===== src/rtl/fl_checkpoint_ctrl.sv =====
// Branch checkpoint controller for the dispatch-stage physical-register freelist.
// Snapshots the freelist head per dispatched branch and drives head recovery on mispredicts.
module fl_checkpoint_ctrl #(
  parameter int unsigned NUM_CKPT    = 8,
  parameter int unsigned CKPT_W      = 3,
  parameter int unsigned FL_IDX_W    = 5,
  parameter int unsigned RECOVER_LAT = 2
) (
  input  logic                  clock,
  input  logic                  reset,
  input  logic [2:0]            disp_valid,
  input  logic [2:0]            disp_is_branch,
  input  logic [2:0]            disp_dest_alloc,
  input  logic [FL_IDX_W-1:0]   fl_head,
  output logic                  disp_stall,
  output logic [3*CKPT_W-1:0]   disp_ckpt_id,
  input  logic                  res_valid,
  input  logic [CKPT_W-1:0]     res_ckpt_id,
  input  logic                  res_mispredict,
  output logic                  bp_recover_en,
  output logic [FL_IDX_W-1:0]   bp_recover_head,
  output logic                  recover_busy,
  output logic [CKPT_W:0]       ckpt_free_count
);

  localparam int unsigned LatW = (RECOVER_LAT > 1) ? $clog2(RECOVER_LAT) : 1;

  typedef enum logic [1:0] {StNormal, StRecover, StBlock} state_e;

  state_e              state_q;
  logic [LatW-1:0]     lat_cnt_q;
  logic [NUM_CKPT-1:0] valid_q, valid_d;
  logic [FL_IDX_W-1:0] head_q [NUM_CKPT];
  logic [CKPT_W-1:0]   old_ptr_q, old_ptr_d;
  logic [CKPT_W-1:0]   alloc_ptr_q, alloc_ptr_d;
  logic [CKPT_W:0]     count_q, count_d;

  logic [2:0]          br, al;
  logic [1:0]          nb;
  logic [CKPT_W-1:0]   slot_id   [3];
  logic [FL_IDX_W-1:0] slot_head [3];
  logic [CKPT_W:0]     free_now;
  logic                tgt_valid, free_ok, mp_hit, mp_accept, do_disp, gc;
  logic [CKPT_W:0]     span, sq_cnt;
  logic [NUM_CKPT-1:0] sq;

  assign recover_busy    = (state_q != StNormal);
  assign ckpt_free_count = (CKPT_W+1)'(NUM_CKPT) - count_q;

  always_comb begin
    br = disp_valid & disp_is_branch;
    al = disp_valid & disp_dest_alloc;
    nb = 2'(br[2]) + 2'(br[1]) + 2'(br[0]);

    // Slot 2 is oldest: IDs and heads accumulate from slot 2 downwards.
    slot_id[2]   = alloc_ptr_q;
    slot_id[1]   = alloc_ptr_q + CKPT_W'(br[2]);
    slot_id[0]   = alloc_ptr_q + CKPT_W'(br[2]) + CKPT_W'(br[1]);
    slot_head[2] = fl_head + FL_IDX_W'(al[2]);
    slot_head[1] = slot_head[2] + FL_IDX_W'(al[1]);
    slot_head[0] = slot_head[1] + FL_IDX_W'(al[0]);

    disp_ckpt_id = '0;
    for (int k = 0; k < 3; k++) begin
      disp_ckpt_id[k*CKPT_W +: CKPT_W] = slot_id[k];
    end

    free_now   = (CKPT_W+1)'(NUM_CKPT) - count_q;
    tgt_valid  = valid_q[res_ckpt_id];
    free_ok    = res_valid & ~res_mispredict & tgt_valid;
    mp_hit     = res_valid & res_mispredict & tgt_valid;
    mp_accept  = mp_hit & (state_q != StRecover);
    disp_stall = ((CKPT_W+1)'(nb) > free_now) | recover_busy | mp_hit;
    do_disp    = ~disp_stall & (nb != 2'd0);
    gc         = (old_ptr_q != alloc_ptr_q) & ~valid_q[old_ptr_q];

    // alloc_ptr == m with m live means the ring is full, so squash every entry.
    span = (CKPT_W+1)'(alloc_ptr_q - res_ckpt_id);
    if (span == '0) span = (CKPT_W+1)'(NUM_CKPT);
    sq     = '0;
    sq_cnt = '0;
    for (int i = 0; i < NUM_CKPT; i++) begin
      sq[i]  = mp_accept & valid_q[i] &
               ((CKPT_W+1)'(CKPT_W'(i) - res_ckpt_id) < span);
      sq_cnt = sq_cnt + (CKPT_W+1)'(sq[i]);
    end

    valid_d = valid_q;
    if (free_ok) valid_d[res_ckpt_id] = 1'b0;
    valid_d = valid_d & ~sq;
    if (do_disp) begin
      for (int k = 0; k < 3; k++) begin
        if (br[k]) valid_d[slot_id[k]] = 1'b1;
      end
    end

    if (mp_accept)    alloc_ptr_d = res_ckpt_id;
    else if (do_disp) alloc_ptr_d = alloc_ptr_q + CKPT_W'(nb);
    else              alloc_ptr_d = alloc_ptr_q;

    old_ptr_d = gc ? old_ptr_q + CKPT_W'(1) : old_ptr_q;
    count_d   = count_q + (CKPT_W+1)'(do_disp ? nb : 2'd0) - (CKPT_W+1)'(free_ok) - sq_cnt;
  end

  always_ff @(posedge clock) begin
    if (do_disp) begin
      for (int k = 0; k < 3; k++) begin
        if (br[k]) head_q[slot_id[k]] <= slot_head[k];
      end
    end
  end

  always_ff @(posedge clock) begin
    if (reset) begin
      state_q         <= StNormal;
      lat_cnt_q       <= '0;
      valid_q         <= '0;
      old_ptr_q       <= '0;
      alloc_ptr_q     <= '0;
      count_q         <= '0;
      bp_recover_en   <= 1'b0;
      bp_recover_head <= '0;
    end else begin
      valid_q       <= valid_d;
      old_ptr_q     <= old_ptr_d;
      alloc_ptr_q   <= alloc_ptr_d;
      count_q       <= count_d;
      bp_recover_en <= 1'b0;
      case (state_q)
        StNormal: begin
          if (mp_accept) begin
            state_q         <= StRecover;
            bp_recover_en   <= 1'b1;
            bp_recover_head <= head_q[res_ckpt_id];
          end
        end
        StRecover: begin
          state_q   <= StBlock;
          lat_cnt_q <= LatW'(RECOVER_LAT - 1);
        end
        StBlock: begin
          if (mp_accept) begin
            state_q         <= StRecover;
            bp_recover_en   <= 1'b1;
            bp_recover_head <= head_q[res_ckpt_id];
          end else if (lat_cnt_q == '0) begin
            state_q <= StNormal;
          end else begin
            lat_cnt_q <= lat_cnt_q - LatW'(1);
          end
        end
        default: state_q <= StNormal;
      endcase
    end
  end

endmodule


===== config.mk =====
export PLATFORM = sky130hd
export DESIGN_NAME = fl_checkpoint_ctrl
export DESIGN_NICKNAME = d
export VERILOG_FILES = /design/src/rtl/fl_checkpoint_ctrl.sv
export SDC_FILE = /design/constraint.sdc
export NUM_CORES = 1
export LEC_CHECK = 0
export CORE_UTILIZATION = 45
export CTS_CLUSTER_DIAMETER = 80
export DETAILED_ROUTE_END_ITERATION = 10
export PLACE_DENSITY_LB_ADDON = 0.12
export SLEW_MARGIN = 20
export SYNTH_ARGS = -nofsm -noshare
export SYNTH_HDL_FRONTEND = slang
export SYNTH_SLANG_ARGS = --single-unit

===== constraint.sdc =====
create_clock -name clock -period 15.9 [get_ports clock]
set_input_delay 1.59 -clock clock [delete_from_list [all_inputs] [get_ports clock]]
set_output_delay 1.59 -clock clock [all_outputs]
set_load 0.1 [all_outputs]

==> results of run 1 <==
-- worst max-delay path, stage by stage --
cell             delay (ns)
clkdlybuf4s50_1        1.14
fa_1                   0.66
nand3_1                0.13
a21oi_1                0.07
nor3_1                 0.80
ha_1                   0.39
a211oi_1               0.22
o21ai_0                0.11
nor2_1                 0.19
fa_1                   0.47
fa_1                   0.41
fa_1                   0.51
fa_1                   0.56
inv_1                  0.06
fa_1                   0.43
ha_1                   0.20
xor2_1                 0.15
xnor2_1                0.19
xnor2_1                0.14
nor2_1                 0.06
-- layout by cell type, fill, tap and decap left out, types with 8 or more instances in the layout --
| master | count |
|---|---|
| a21oi_1 | 27 |
| xnor2_1 | 26 |
| edfxtp_1 | 40 |
| o21ai_0 | 39 |
| fa_1 | 10 |
| inv_1 | 41 |
| dfxtp_1 | 24 |
| nand3_1 | 16 |
| nand2_1 | 75 |
| mux4_2 | 10 |
| clkdlybuf4s50_1 | 41 |
| nor3_1 | 15 |
| xor2_1 | 14 |
| nor2_1 | 47 |
| ha_1 | 50 |
| clkbuf_16 | 9 |
| and2_1 | 8 |
| o21ai_1 | 9 |
| mux2i_1 | 19 |
-- final cells by class --
cell class / instances / area (um^2) / area share
Inverter: 42 / 158 / 0.0250
Tap cell: 147 / 184 / 0.0291
Clock inverter: 5 / 81.3 / 0.0129
Sequential cell: 64 / 1680 / 0.266
Clock buffer: 11 / 243 / 0.0384
Multi-Input combinational cell: 467 / 3540 / 0.561
Timing Repair Buffer: 43 / 425 / 0.0674
-- kinds of logic (layout without fill, tap and decap cells) --
logic type               Yosys count  in the layout  share of synthesized area
AO/OA/AOI/OAI                    119            119                      0.137
flip-flops                        64             64                      0.304
adder cells (fa/ha/maj)           61             61                      0.151
multiplexers                      30             30                     0.0772
XOR/XNOR                          43             43                     0.0722
AND/OR/NAND/NOR                  214            214                      0.203
buffers and inverters             72            101                     0.0554
-- power groups by stage --
stage               registers [mW]  logic, mW  clock network, mW
CTS                          0.214      0.421              0.217
finish                       0.215      0.422              0.216
detailed placement           0.218      0.417                  0
floorplan                    0.226      0.314                  0
global route                 0.217      0.454              0.227
global placement             0.217      0.414                  0
-- metal layers --
layer,up-vias,global-route usage,wire length [um]
li1,2205,-,-
met1,2200,0.368,7290
met2,191,0.377,6620
met3,27,0.0375,904
met4,0,0.0844,282
met5,-,0,0
-- how the worst max path moves through the flow --
stage	startpoint	endpoint	slack, ns	depth (start not counted)
6_report	res_ckpt_id[1]	count_q[3]$_SDFF_PP0_	7.59	20
5_1_grt	res_ckpt_id[1]	count_q[3]$_SDFF_PP0_	7.11	20
4_1_cts	res_ckpt_id[1]	count_q[3]$_SDFF_PP0_	7.50	20
3_5_place_dp	res_ckpt_id[1]	count_q[3]$_SDFF_PP0_	7.23	20
3_3_place_gp	res_ckpt_id[1]	count_q[3]$_SDFF_PP0_	7.42	20
2_1_floorplan	res_ckpt_id[0]	count_q[3]$_SDFF_PP0_	9.01	20
-- per-stage QoR --
step | utilization | total power, mW | area [um^2]
2_1_floorplan | - | 0.541 | 5530
3_3_place_gp | 0.499 | 0.631 | 5990
3_5_place_dp | 0.499 | 0.635 | 5990
4_1_cts | 0.526 | 0.852 | 6310
5_1_grt | 0.526 | 0.897 | 6310
6_report | 0.526 | 0.853 | 6310
-- flip-flops by register name (all words and copies together) (netlist names) --
signal           cells
count_q              4
state_q              2
valid_q              8
head_q              40
bp_recover_en        1
bp_recover_head      5
alloc_ptr_q          3
lat_cnt_q            1
==> results by group, run 1 <==
Logic synthesis
  – Most common cell in the synthesized netlist: nand2_1
  – Register area share after synthesis: 0.304
  – Synth area leaders: edfxtp_1, ha_1, dfxtp_1
  – Asr flop ratio synth: 0
  – Mapped Cells: 603
  – Yosys cell types: 74
  – Post-synth EDFFs: 40
  – Largest area contributor in the netlist: edfxtp_1
  – Mean Syn Cell Area: 9.17 um^2
  – Top_reg_cell synth: edfxtp_1
  – Post-synth top area share: 0.217
  – Syn Nets: about 700
  – Synth top cells by count: nand2_1, ha_1, nor2_1, inv_1, edfxtp_1
  – Area of the mapped netlist: ~5500 um^2
  – Yosys warns: 0
  – #FFs+latches synth: between 60 and 70

Pwr
  – Switching Share: 0.457
  – Cell leakage power: 2.35 nW
  – Flop pwr share: 0.252
  – Net Sw Power: 0.390 mW
  – Logic gate share of total power: 0.495
  – Internal cell power: 0.464 mW
  – Power Density: 135 nW/um^2
  – VDD IR max: ~0.24 mV
  – Clock share of power: 0.254

Clock tree
  – Post-CTS setup buffer count: 0
  – Root buf cell: clkbuf_16
  – Hold buffer count at CTS: 0
  – H-tree depth: 3
  – Clk buf depth: 2
  – Clock slew at reported path FFs: 0.06 ns
  – Post_cts resized: 0
  – CTS tree: done
  – CTS buffer count: 9
  – CTS Sinks: 64
  – Clk_lat worst skew: 0.33 ns

Detailed routing
  – Routed Wire Length: 15100 um
  – Pre-antenna DRT Iters: 8
  – DR vias: 4623
  – Iter 0 DRT Violations: 330
  – Vias/cell: 5.93
  – WL/cell: 19.4 um
  – Post-route ant nets: 0
  – Drc violations: 2

Die
  – Die area: roughly 13000 um^2
  – Die X: 113 um
  – Core Area: 12000 um^2
  – Die Height: 113 um
  – Starting Density: 0.460
  – # rows: 40
  – Ports: 42

STA
  – Final worst-path cycle share: 0.523
  – Final setup vio count: 0
  – Actual slew at the worst max-slew pin: 1.17 ns
  – Pins Over Slew Limit: 0
  – Fin Hold WS: slightly below 0.5 ns
  – Final setup margin: 7.59 ns
  – Unrepaired setup endpoints after global routing: no
  – Final hold vios: 0
  – Slew headroom: 0.219
  – Worst-case clock skew: around 0.006 ns
  – TNS Setup: 0 ns
  – Crit path time final: 8.31 ns
  – Achievable Freq: 120 MHz

Hold path
  – Hold path cells: 2
  – Worst hold endpoint: bp_recover_head[2]$_SDFFE_PP0P_
  – Worst hold start: bp_recover_head[2]$_SDFFE_PP0P_
  – Worst hold path class: reg -> reg

Final layout
  – Fin nets: around 700
  – Post-route insts no fill: between 700 and 800
  – Layout area overhead: 14.2%
  – Filler cell count: 1112
  – Diodes inserted: 0
  – Share of cells above drive strength 1: 0.0870

Critical path
  – Crit Path Class: in -> reg
  – Worst reg2reg startpoint: alloc_ptr_q[0]$_SDFFE_PP0P_
  – CP Max Fanout: 21
  – Cells on worst reg2reg path: 21
  – Crit start category: primary input
  – Crit path arrival time: 8.49 ns
  – Worst setup EP type: flop
  – Crit path required time: ~16 ns
  – Reg2Reg Setup Slack: 8.89 ns
  – Worst r2r dst: count_q[3]$_SDFF_PP0_

Place
  – DP HPWL: roughly 12000 um
  – Dpl ws: between 7 and 8 ns
  – Gp weighted congestion: 0.921
  – # port buffers: about 40
  – Placed Cells: about 760

Global routing
  – Number of global-route vias before repair: 4508
  – Initial antenna violation count: 0
  – Pin count of the biggest net entering global routing: 25
  – First-pass GRT wire length: 24400 um
  – Global-route usage over all layers: 0.251
  – GRT overflow: 0

Job
  – Max-cap violation count: 0

Run status
  – Failing checks: DRC
  – Status: finished with violations
Power figures use the tool's default switching activity.
==> run 2: changes to the inputs <==
==> constraint.sdc (replaced) <==
create_clock -name clock -period 7.3 [get_ports clock]
set_input_delay 0.73 -clock clock [delete_from_list [all_inputs] [get_ports clock]]
set_output_delay 0.73 -clock clock [all_outputs]
set_load 0.1 [all_outputs]
==> results by group, run 2 (synthesis gave the netlist of run 1 again) <==
Run status
  – Status: finished with violations
  – Failing checks: DRC

Detailed routing
  – Vias/cell: 5.80
  – Iter 0 DRT Violations: 330
  – Pre-antenna DRT Iters: 8
  – Post-route ant nets: 0
  – Drc violations: 2
  – DR vias: 4554
  – Routed Wire Length: approximately 15000 um
  – WL/cell: 18.5 um

Critical path
  – CP Buf/Inv Count: 2
  – Worst r2r dst: count_q[3]$_SDFF_PP0_
  – CP Max Fanout: 8
  – Crit start category: primary input
  – Worst path most repeated cell: fa_1
  – Worst setup EP type: flop
  – Family with the most delay on the worst path: adder cells
  – CP peak stage delay: 0.57 ns
  – Cell breakdown of the critical path: clkdlybuf4s50_1, ha_1, fa_1, nand3_1, a21oi_1, nor3_2, ha_1, a211oi_1, o21ai_0, nor2_1, fa_1, fa_1, fa_1, fa_1, inv_1, fa_1, ha_1, xor2_1, xnor2_1, xnor2_1, nor2_1
  – Slowest CP cell: nor3_2
  – Setup crit start: res_ckpt_id[0]
  – Crit path required time: 7.49 ns
  – Reg2Reg Setup Slack: between 1 and 1.5 ns
  – Cells on worst reg2reg path: 21
  – Crit path arrival time: 6.78 ns
  – Worst reg2reg startpoint: alloc_ptr_q[0]$_SDFFE_PP0P_
  – Crit Path Class: in -> reg

Die
  – # rows: 40
  – Die area: ~13000 um^2
  – Ports: 42
  – Die Height: 113 um
  – Core Area: 12000 um^2
  – Starting Density: 0.460
  – Die X: 113 um

Final layout
  – Most common cell after layout, fill and taps aside: nand2_1
  – Final core utilization: 0.530
  – Largest register FFs: 40
  – Diodes inserted: 0
  – Layout area overhead: 15.1%
  – Share of cells above drive strength 1: 0.0987
  – Commonest non-fill, non-tap cells in the layout: nand2_1, ha_1, nor2_1
  – Fin nets: 714

Hold path
  – Worst hold endpoint: bp_recover_head[4]$_SDFFE_PP0P_
  – Hold path cells: 2
  – Worst hold start: bp_recover_head[4]$_SDFFE_PP0P_
  – Worst hold path class: reg -> reg

Place
  – Dpl ws: between 0.06 and 0.07 ns
  – DP HPWL: 11200 um
  – # port buffers: 41
  – Gp weighted congestion: 0.923

STA
  – Slew headroom: 0.322
  – Worst-case clock skew: around 0.0083 ns
  – TNS Setup: 0 ns
  – Final setup margin: between 0.7 and 0.8 ns
  – Final hold vios: 0
  – Actual slew at the worst max-slew pin: approximately 1.0 ns
  – Achievable Freq: about 150 MHz
  – Crit path time final: 6.59 ns
  – Final setup vio count: 0
  – Pins Over Slew Limit: 0
  – Final worst-path cycle share: 0.903
  – Unrepaired setup endpoints after global routing: no

Clock tree
  – CTS Sinks: 64
  – Post-CTS setup buffer count: 0
  – Post_cts resized: 0
  – Clk_lat worst skew: 0.33 ns
  – Clk buf depth: 2
  – H-tree depth: 3
  – CTS tree: done
  – Hold buffer count at CTS: 0
  – CTS buffer count: 9
  – Clock slew at reported path FFs: 0.06 ns
  – Root buf cell: clkbuf_16

Pwr
  – Cell leakage power: 2.39 nW
  – VDD IR max: around 0.51 mV
  – Power Density: 293 nW/um^2

Global routing
  – Initial antenna violation count: 0
  – Global-route usage over all layers: 0.243
  – First-pass GRT wire length: 24000 um
  – Pin count of the biggest net entering global routing: 25
  – GRT overflow: 0
  – Number of global-route vias before repair: 4556

Job
  – Max-cap violation count: 0
[run 2: where the power goes]
part           internal [mW]  leakage, nW  total (mW)  switching (mW)
combinational          0.281         1.67       0.940           0.659
clock                  0.302        0.161       0.476           0.173
sequential             0.431        0.557       0.451          0.0206
[run 2: layer usage]
layer,up-vias,part of all wire,GRT usage
li1,2216,-,-
met1,2163,0.48,0.344
met2,153,0.45,0.385
met3,22,0.054,0.0348
met4,0,0.015,0.0764
met5,-,0,0
[run 2: metrics by stage]
step	hold slack, ns	std cells	power (mW)	instance area, um^2
after global routing	0.524	785	1.96	6360
after floorplan	0.471	603	1.18	5530
final	0.503	785	1.87	6360
after global placement	0.492	769	1.38	6030
after detailed placement	0.498	769	1.39	6030
after CTS	0.506	785	1.87	6360
[run 2: layout make-up]
class	instances	area, um^2
fill	1101	5650
multi-input combinational	467	3550
sequential	64	1680
timing repair buffer	49	470
clock buffer	9	225
tap	147	184
inverter	42	158
clock inverter	7	100
[run 2: worst reg2reg max path, delay by kind of cell (launching register included)]
kind,cells,cell delay [ns]
fa+ha+maj,9,3.72
buf+inv,2,0.14
compound gates,3,0.42
flops,1,0.33
simple gates,4,0.93
xor+xnor,3,0.49
[run 2: worst max-delay path by stage]
stage / slack (ns) / end / cells after the start
2_1_floorplan: 0.56 / count_q[3]$_SDFF_PP0_ / 22
3_3_place_gp: 0.20 / count_q[3]$_SDFF_PP0_ / 21
3_5_place_dp: 0.07 / count_q[3]$_SDFF_PP0_ / 21
4_1_cts: 0.33 / count_q[3]$_SDFF_PP0_ / 21
5_1_grt: 0.45 / count_q[3]$_SDFF_PP0_ / 23
6_report: 0.71 / count_q[3]$_SDFF_PP0_ / 21
==> run 3: changes to the inputs <==
--- a/config.mk
+++ b/config.mk
@@ -8,7 +8,7 @@
 export CORE_UTILIZATION = 45
 export CTS_CLUSTER_DIAMETER = 80
 export DETAILED_ROUTE_END_ITERATION = 10
-export PLACE_DENSITY_LB_ADDON = 0.12
+export PLACE_DENSITY = 0.66
 export SLEW_MARGIN = 20
 export SYNTH_ARGS = -nofsm -noshare
 export SYNTH_HDL_FRONTEND = slang
==> results by group, run 3 (synthesis gave the netlist of run 1 again) <==
Run status
  – Status: completed

Pwr
  – VDD IR max: roughly 0.31 mV
  – Power Density: 292 nW/um^2
  – Cell leakage power: 2.38 nW

Hold path
  – Worst hold endpoint: bp_recover_head[0]$_SDFFE_PP0P_
  – Hold path cells: 2
  – Worst hold path class: reg -> reg
  – Worst hold start: bp_recover_head[0]$_SDFFE_PP0P_

Final layout
  – Filler cell count: 1100
  – Diodes inserted: 0
  – Commonest non-fill, non-tap cells in the layout: nand2_1, ha_1, nor2_1
  – Post-route insts no fill: 785
  – Largest register FFs: 40
  – Final Cell Area: 6350 um^2
  – Most common cell after layout, fill and taps aside: nand2_1
  – Fin nets: 714
  – Layout area overhead: 14.9%
  – Share of cells above drive strength 1: 0.0972

Global routing
  – Number of global-route vias before repair: 4417
  – First-pass GRT wire length: between 20000 and 25000 um
  – Global-route usage over all layers: 0.248
  – GRT overflow: 0
  – Initial antenna violation count: 0
  – Pin count of the biggest net entering global routing: 25

Critical path
  – Crit path arrival time: 7.01 ns
  – CP Max Fanout: 8
  – Worst path most repeated cell: fa_1
  – Reg2Reg Setup Slack: 0.88 ns
  – Cells on worst reg2reg path: 21
  – Crit Path Class: in -> reg
  – Family with the most delay on the worst path: adder cells
  – Path length in cells of the critical path: 21
  – Worst r2r dst: count_q[3]$_SDFF_PP0_
  – Worst reg2reg startpoint: alloc_ptr_q[0]$_SDFFE_PP0P_
  – Worst setup EP type: flop
  – Cell breakdown of the critical path: clkdlybuf4s50_1, ha_1, fa_1, nand3_1, a21oi_1, nor3_1, ha_1, a211oi_1, o21ai_0, nor2_1, fa_1, fa_1, fa_1, fa_1, fa_1, inv_1, ha_1, xor2_1, xnor2_1, xnor2_1, nor2_1
  – Crit path required time: 7.49 ns
  – Crit start category: primary input
  – CP peak stage delay: 0.79 ns
  – CP Buf/Inv Count: 2
  – Slowest CP cell: nor3_1

Detailed routing
  – Vias/cell: 5.82
  – DR vias: 4570
  – Iter 0 DRT Violations: 342
  – WL/cell: about 19 um
  – Drc violations: 0
  – Pre-antenna DRT Iters: 5
  – Routed Wire Length: 14800 um
  – Post-route ant nets: 0

STA
  – Final setup margin: ~0.48 ns
  – Achievable Freq: 147 MHz
  – Worst-case clock skew: 0.00880 ns
  – Final worst-path cycle share: 0.934
  – Final hold vios: 0
  – TNS Setup: 0 ns
  – Crit path time final: 6.82 ns
  – Fin Hold WS: between 0.4 and 0.5 ns
  – Slew headroom: 0.335
  – Actual slew at the worst max-slew pin: 0.991 ns
  – Pins Over Slew Limit: 0
  – Unrepaired setup endpoints after global routing: no
  – Final setup vio count: 0

Place
  – # port buffers: 41
  – Placed instance area: a little over 6000 um^2
  – DP HPWL: 11500 um
  – Gp weighted congestion: 0.942
  – Dpl ws: 0.130 ns
  – Placed Cells: 769

Clock tree
  – Root buf cell: clkbuf_16
  – Hold buffer count at CTS: 0
  – Clk buf depth: 2
  – Clk_lat worst skew: 0.34 ns
  – CTS Sinks: 64
  – H-tree depth: 3
  – Post-CTS setup buffer count: 0
  – Post_cts resized: 0
  – Clock slew at reported path FFs: 0.06 ns
  – CTS tree: done
  – CTS buffer count: 9

Die
  – Ports: between 40 and 50
  – Starting Density: 0.460
  – Die X: between 100 and 150 um
  – Die area: 12700 um^2
  – Core Area: 12000 um^2
  – Die Height: 113 um
  – # rows: 40

Job
  – Max-cap violation count: 0
run 3: changes by cell type in the layout (fill, tap and decap cells not counted), sizes merged:
cell / change
clkinvlp: +1
clkbuf: +2
bufinv: -2
inv: -1
run 3: layer usage:
layer,global-route usage,part of all wire,vias up
met3,0.0412,0.058,15
met5,0,0,-
li1,-,-,2216
met1,0.352,0.47,2190
met4,0.0684,0.012,0
met2,0.391,0.46,149
run 3: how the worst max path moves through the flow:
stage	start	to	slack (ns)
floorplan	alloc_ptr_q[0]$_SDFFE_PP0P_	count_q[3]$_SDFF_PP0_	0.56
global placement	res_ckpt_id[0]	count_q[3]$_SDFF_PP0_	0.27
detailed placement	res_ckpt_id[0]	count_q[3]$_SDFF_PP0_	0.13
CTS	res_ckpt_id[0]	count_q[3]$_SDFF_PP0_	0.46
global route	res_ckpt_id[0]	count_q[3]$_SDFF_PP0_	0.16
finish	res_ckpt_id[0]	count_q[3]$_SDFF_PP0_	0.48
run 3: power breakdown:
| group | internal (mW) | leakage [nW] | switching (mW) |
|---|---|---|---|
| registers | 0.431 | 0.557 | 0.0210 |
| logic | 0.283 | 1.67 | 0.664 |
| clock network | 0.275 | 0.153 | 0.181 |
run 3: layout make-up:
cell class	instances	area, um^2	share of cell area
multi-input combinational	467	3540	0.557
sequential	64	1680	0.265
tap	147	184	0.0290
clock inverter	5	42.5	0.00670
clock buffer	11	275	0.0433
timing repair buffer	49	470	0.0741
inverter	42	158	0.0248
run 3: worst min-delay path, stage by stage, from the launching register on:
cell	delay, ns
dfxtp_1	0.31
nor2_1	0.09
a311oi_1	0.05
run 3: per-stage QoR:
stage,power [mW],util
4_1_cts,1.85,0.529
2_1_floorplan,1.18,-
3_5_place_dp,1.40,0.502
5_1_grt,1.94,0.529
3_3_place_gp,1.38,0.502
6_report,1.85,0.529
